===== src/rtl/regbank_bypass.sv =====
// -----------------------------------------------------------------------------
// regbank_bypass
//
// Write-back and operand-source block for the 8-bit MIPS pipeline.
//
// This block holds the register bank. The data-memory stage writes back into
// the bank. For the instruction in decode, the block reads two operands and
// forwards newer in-flight results from the EX and DM stages. It then
// registers the selected operands into the EX stage.
//
// A load in EX produces only an address, so its result cannot be forwarded
// yet. When a decode operand depends on it, hazard_id is raised and the
// operand registers hold.
//
// Ports
//   clk         in   clock, all state updates on the rising edge
//   reset       in   synchronous active-high reset (clears bank and outputs)
//   mux_ans_dm  in   DW   write-back data leaving the data-memory stage
//   RW_dm       in   5    write-back destination, 0 = no write
//   ans_ex      in   DW   ALU result of the instruction in EX
//   RW_ex       in   5    destination of the instruction in EX, 0 = none
//   load_ex     in   1    instruction in EX is a load
//   RA_id       in   5    operand A source register (decode)
//   RB_id       in   5    operand B source register (decode)
//   stall_id    in   1    external hold of the decode-to-EX register
//   A_Bypass    out  DW   registered operand A
//   B_Bypass    out  DW   registered operand B (ALU operand / store data)
//   hazard_id   out  1    combinational load-use hazard request
// -----------------------------------------------------------------------------
module regbank_bypass #(
    parameter int NREG = 32,
    parameter int DW   = 8
) (
    input  logic                      clk,
    input  logic                      reset,
    input  logic [DW-1:0]             mux_ans_dm,
    input  logic [$clog2(NREG)-1:0]   RW_dm,
    input  logic [DW-1:0]             ans_ex,
    input  logic [$clog2(NREG)-1:0]   RW_ex,
    input  logic                      load_ex,
    input  logic [$clog2(NREG)-1:0]   RA_id,
    input  logic [$clog2(NREG)-1:0]   RB_id,
    input  logic                      stall_id,
    output logic [DW-1:0]             A_Bypass,
    output logic [DW-1:0]             B_Bypass,
    output logic                      hazard_id
);

    localparam int AW = $clog2(NREG);

    logic [DW-1:0]   bank_reg [NREG];
    logic [NREG-1:0] wr_en;
    logic [DW-1:0]   a_sel;
    logic [DW-1:0]   b_sel;
    logic [DW-1:0]   a_bypass_reg;
    logic [DW-1:0]   b_bypass_reg;

    // Per-register write decode. Register 0 is never written, so its entry
    // stays at the reset value of zero.
    generate
        for (genvar gi = 0; gi < NREG; gi++) begin : g_wr_dec
            if (gi == 0) begin : g_r0
                assign wr_en[gi] = 1'b0;
            end else begin : g_rn
                assign wr_en[gi] = (RW_dm == AW'(gi));
            end
        end
    endgenerate

    // Write-back does not depend on stall or hazard. Only reset blocks it.
    always_ff @(posedge clk) begin
        if (reset) begin
            for (int i = 0; i < NREG; i++) begin
                bank_reg[i] <= '0;
            end
        end else begin
            for (int i = 0; i < NREG; i++) begin
                if (wr_en[i]) begin
                    bank_reg[i] <= mux_ans_dm;
                end
            end
        end
    end

    // Operand source selection, from highest to lowest priority:
    //   1. R0 reads as zero.
    //   2. The EX result, unless it is a load address.
    //   3. The DM write-back value. This also covers a same-cycle
    //      read and write of one register.
    //   4. The bank.
    function automatic logic [DW-1:0] select_operand(
        input logic [AW-1:0] rx,
        input logic [AW-1:0] rw_ex_i,
        input logic          load_ex_i,
        input logic [DW-1:0] ans_ex_i,
        input logic [AW-1:0] rw_dm_i,
        input logic [DW-1:0] ans_dm_i,
        input logic [DW-1:0] bank_val
    );
        logic [DW-1:0] res;
        if (rx == '0) begin
            res = '0;
        end else if ((rx == rw_ex_i) && !load_ex_i) begin
            res = ans_ex_i;
        end else if (rx == rw_dm_i) begin
            res = ans_dm_i;
        end else begin
            res = bank_val;
        end
        return res;
    endfunction

    always_comb begin
        a_sel = select_operand(RA_id, RW_ex, load_ex, ans_ex, RW_dm, mux_ans_dm,
                               bank_reg[RA_id]);
        b_sel = select_operand(RB_id, RW_ex, load_ex, ans_ex, RW_dm, mux_ans_dm,
                               bank_reg[RB_id]);
    end

    // A load in EX cannot forward data yet. Any decode operand that names
    // its destination must wait until the load reaches DM.
    assign hazard_id = load_ex && (RW_ex != '0) &&
                       ((RA_id == RW_ex) || (RB_id == RW_ex));

    always_ff @(posedge clk) begin
        if (reset) begin
            a_bypass_reg <= '0;
            b_bypass_reg <= '0;
        end else if (!(stall_id || hazard_id)) begin
            a_bypass_reg <= a_sel;
            b_bypass_reg <= b_sel;
        end
    end

    assign A_Bypass = a_bypass_reg;
    assign B_Bypass = b_bypass_reg;

endmodule


===== config.mk =====
export PLATFORM = sky130hd
export DESIGN_NAME = regbank_bypass
export DESIGN_NICKNAME = d
export VERILOG_FILES = /design/src/rtl/regbank_bypass.sv
export SDC_FILE = /design/constraint.sdc
export NUM_CORES = 1
export LEC_CHECK = 0
export ABC_CLOCK_PERIOD_IN_PS = 5100
export CAP_MARGIN = 10
export CELL_PAD_IN_SITES_DETAIL_PLACEMENT = 2
export CELL_PAD_IN_SITES_GLOBAL_PLACEMENT = 2
export CORE_MARGIN = 2
export CORE_UTILIZATION = 51
export CTS_BUF_LIST = sky130_fd_sc_hd__clkbuf_8
export DETAILED_ROUTE_END_ITERATION = 8
export DONT_BUFFER_PORTS = 1
export PLACE_DENSITY_LB_ADDON = 0.1
export SYNTH_ARGS = -nofsm -noshare
export SYNTH_HDL_FRONTEND = slang
export SYNTH_SLANG_ARGS = --single-unit

===== constraint.sdc =====
create_clock -name clk -period 5.1 [get_ports clk]
set_input_delay 1.02 -clock clk [delete_from_list [all_inputs] [get_ports clk]]
set_output_delay 1.02 -clock clk [all_outputs]
set_load 0.005 [all_outputs]

======== Word level (Yosys, flattened, before mapping) ========
Memories as Yosys holds them, arrays and structs flattened.
Index checks and enable logic that the tools add are counted.
word-level totals
  output and inout bits ................... 17
  flip-flop bits (word level) ............. 16
  memory bits (writable) .................. 256
  memories ................................ 1
  input port bits ......................... 40
cells by class
  muxes and demuxes ....................... 132
  reductions and logical operators ........ 10
  bitwise gates (word level) .............. 31
  equal/unequal tests ..................... 35
memory list
  name      depth  bits a word  read ports  clocked after Yosys merged registers in  wr ports  RTL line  text
  bank_reg  32     8            2           0                                        32        51        logic [DW-1:0] bank_reg [NREG];
operators with widths
  cell                  number
  $mux W8               37
  $mux W1               95
  $eq A5 B5 Y1 const B  16
  $eq A5 B4 Y1 const B  8
  $or A1 B1 Y1          31
  $eq A5 B3 Y1 const B  4
  $eq A5 B5 Y1          4
  $eq A5 B2 Y1 const B  2
  $logic_not A5 Y1      2
  $eq A5 B1 Y1 const B  1
  $reduce_bool A5 Y1    1
  $logic_and A1 B1 Y1   4
  $logic_or A1 B1 Y1    2
  $logic_not A1 Y1      1

======== Logic depth before layout (Yosys ltp) ========
  word-level depth ........................ 5
  depth in mapped cells ................... 10

======== Least setup slack after synthesis ========
Ideal clock, no wire load.
  path kind ............................... input -> output
  start ................................... input port RA_id[3]
  end ..................................... output port hazard_id
  path buffers ............................ 1
  arrival ................................. 1.830 ns
  stages .................................. 5
  setup slack ............................. 2.250 ns
  cell sequence ........................... clkbuf_1 -> xor2_1 -> nor3_2 -> a22oi_1 -> nor2_1
on the way
  word-level cells in the longest chain between the ends .. 3
RTL lines
  item                 RTL line  text
  start: declaration   41        input logic [$clog2(NREG)-1:0] RA_id,
  $eq A5 B5 Y1         123       ((RA_id == RW_ex) || (RB_id == RW_ex));
  $logic_or A1 B1 Y1   123
  $logic_and A1 B1 Y1  122       assign hazard_id = load_ex && (RW_ex != '0) &&
  end: declaration     46        output logic hazard_id
No other way between the ends.

======== Final worst setup path ========
  start ................................... input port RW_ex[1]
  end ..................................... output port hazard_id
on the way
  word-level cells in the longest chain between the ends .. 3
RTL lines
  item                                                              RTL line  text
  start: declaration                                                39        input logic [$clog2(NREG)-1:0] RW_ex,
  $eq A5 B5 Y1 / $reduce_bool A5 Y1 (equally long branches)         123, 122
  $logic_or A1 B1 Y1 / $logic_and A1 B1 Y1 (equally long branches)  123, 122
  $logic_and A1 B1 Y1 *                                             122
Mark *: on every way between the ends. The rest lies on a longest branch, timed or not.

==> flow_summary_export.csv <==
group,metric,value,unit
floorplan,ios,57,
synth,syn_nets,1119,
sta,tightest_slew,1360,ps
cts,clkLatencyLatePin,580,ps
floorplan,die_h,169,um
pwr,leakage,5.20,nW
layout,antenna_cells,0,
sta,worst_hold_slack,516,ps
floorplan,start_util,51.8,%
place,dp_hpwl,36600,um
cts,postCtsHoldBufs,0,
grt,grt_overflow,0,
cts,post_cts_buffers,0,
layout,final_area,0.0149,mm^2
run_status,outcome,"finished clean",
sta,rsz0062_at_grt,"false",
grt,grt_use_total,38.7,%
critical_path,r2r_slack,2760,ps
critical_path,cp-endpoint,"hazard_id",
grt,grt_pass1_wl,79000,um
cts,cts_num_sinks,264,
cts,cts_root_buf,"clkbuf_8",
synth,async_flop_share,0,%
sta,setup_ws,2120,ps
grt,first_global_vias,11200,
drt,viasPerCell,7.37,
drt,wl_met1,20000,um
drt,ant_nets,0,
layout,largest_reg_flops,248,
synth,syn_area_per_cell,12.9,um^2
sta,slew_viol_final,0,
run,maxCapViolCount,0,
sta,hold_viol_final,0,
pwr,irDropWorstVdd,206,uV
place,placed_area,0.0140,mm^2
synth,syn_inst,1079,
hold_path,hold_path_class,"flop to flop",
synth,yosysUniqueCellTypes,53,
synth,syn_area,0.0139,mm^2
floorplan,coreArea,0.0269,mm^2
cts,htree_num_levels,2,
layout,syn_to_final_growth,6.73,%
floorplan,fp.dieW,169,um
drt,met2_length,26300,um
drt,wl_per_cell,38.7,um
critical_path,crit_path_start,"RW_ex[1]",
grt,antenna_found_initial,0,
critical_path,crit_path_max_fanout,3,
floorplan,dieArea,0.0286,mm^2
place,io_buffers,0,
layout,drive_gt1_share,15.0,%
critical_path,cp-end-kind,"output pin",
drt,drt_pre_antenna_iters,6,
grt,grt_max_degree,85,
cts,numCtsBuffers,46,
critical_path,r2r-start,"bank_reg[23][0]",
synth,synth-seq-cells,264,
cts,clkTransAtPathRegs,60,ps
cts,clk_path_buf_depth,3,
critical_path,reg2reg_depth,5,
sta,final.setup.tns,0,ps
synth,ys_warn_count,0,
synth,yosysSeqAreaShare,55.8,%
cts,cts_tree,"built",
critical_path,crit_arrival,1960,ps
drt,via_count,10500,
critical_path,rr_endpoint,"B_Bypass[0]",
sta,min_period,2980,ps
sta,max-slew-margin-rel,8.95,%
drt,drt_wl_total,55300,um
place,place_congestion,0.924,
sta,setup_viol,0,
drt,drc,0,
critical_path,critical_path_class,"input pin to output pin",
sta,max_freq,336,MHz
drt,drt_iter0_markers,1423,
pwr,p_per_area,345,mW/mm^2
cts,cts_resized,0,
drt,highest_layer,"met4",
synth,synth_edf_count,248,
critical_path,critical_path.startpoint_type,"input pin",
synth,synth_ff_type,"edfxtp_1",
floorplan,rows,60,
critical_path,worst_ep_required_time,4080,ps
sta,timing.final.crit_share,58.4,%
layout,fin_nets,1092,
place,place_ws,1900,ps
drt,met3_length,5880,um
sta,finalClockSkew,18.9,ps
-- placed cells by master, fill, tap and decap left out, drive strengths merged, types with 3 or more instances in the layout --
cell type and instances:
nor2 152, a21o 4, o21ai 4, nand2b 29, o22ai 7, nor2b 25, mux2i 109, mux4 61
nand2 56, a22o 4, clkbuf 48, and2 3, o211ai 11, buf 11, xnor2 7, o221ai 12
a22oi 56, clkinv 16, a21oi 23, dfxtp 16, and3 3, xor2 13, inv 31, a221oi 8
edfxtp 248, o21bai 9, a221o 8, nand3 38, a32oi 4, nor3 14, mux2 26, nand4 8
-- how the worst min path moves through the flow --
stage / start / to / depth (start not counted)
floorplan: B_Bypass[6] / B_Bypass[6] / 1
global route: B_Bypass[2] / B_Bypass[2] / 2
global placement: B_Bypass[6] / B_Bypass[6] / 1
detailed placement: B_Bypass[3] / B_Bypass[3] / 2
CTS: B_Bypass[3] / B_Bypass[3] / 2
finish: B_Bypass[2] / B_Bypass[2] / 2
-- critical path, stage by stage --
cell and delay, ps:
or4_1 550, o21ai_0 270, nor2_1 120
-- metal layers --
layer,up-vias,track usage [%]
li1,4124,-
met5,-,0
met1,5477,48.1
met3,193,10.3
met4,0,18.4
met2,742,63.3
-- cell type report --
class	instances	area, um^2
Clock inverter	36	145
Inverter	12	45.0
Clock buffer	48	661
Tap cell	341	427
Fill cell	2518	12000
Multi-Input combinational cell	717	5710
Timing Repair Buffer	11	93.8
Sequential cell	264	7770
-- power breakdown --
group          internal [W]  leakage (nW)  total (W)  switching (W)
combinational      0.000254          2.19   0.000629       0.000375
clock              0.000870         0.483    0.00182       0.000949
sequential          0.00255          2.52    0.00267       0.000123
total               0.00367          5.20    0.00512        0.00145
-- logic make-up after synthesis --
family	Yosys count	share of synthesized area, %
buffers and inverters	98	3.16
DFF	264	55.8
muxes	196	19.8
AOI/OAI and AO/OA	165	8.91
xor gates and xnor gates	20	1.26
and+or+nand+nor	336	11.0
-- per-stage QoR --
stage	power [W]	util [%]	instances
6_report	0.00512	55.3	1429
3_3_place_gp	0.00324	52.1	1341
4_1_cts	0.00507	55.2	1427
2_1_floorplan	0.00310	-	1079
5_1_grt	0.00522	55.3	1429
3_5_place_dp	0.00330	52.2	1343
-- cell usage after synthesis, types with 13 or more instances --
master / instances / area [um^2]
a21oi_1: 22 / 110
a22oi_1: 56 / 420
buf_2: 27 / 135
clkbuf_1: 46 / 173
dfxtp_1: 16 / 320
edfxtp_1: 248 / 7450
mux2_2: 26 / 293
mux2i_1: 109 / 1090
mux4_2: 61 / 1370
nand2_1: 56 / 210
nand2b_1: 29 / 181
nand3_1: 38 / 190
nor2_1: 152 / 571
nor2b_1: 25 / 156
xor2_1: 13 / 114
Power figures use the tool's default switching activity.
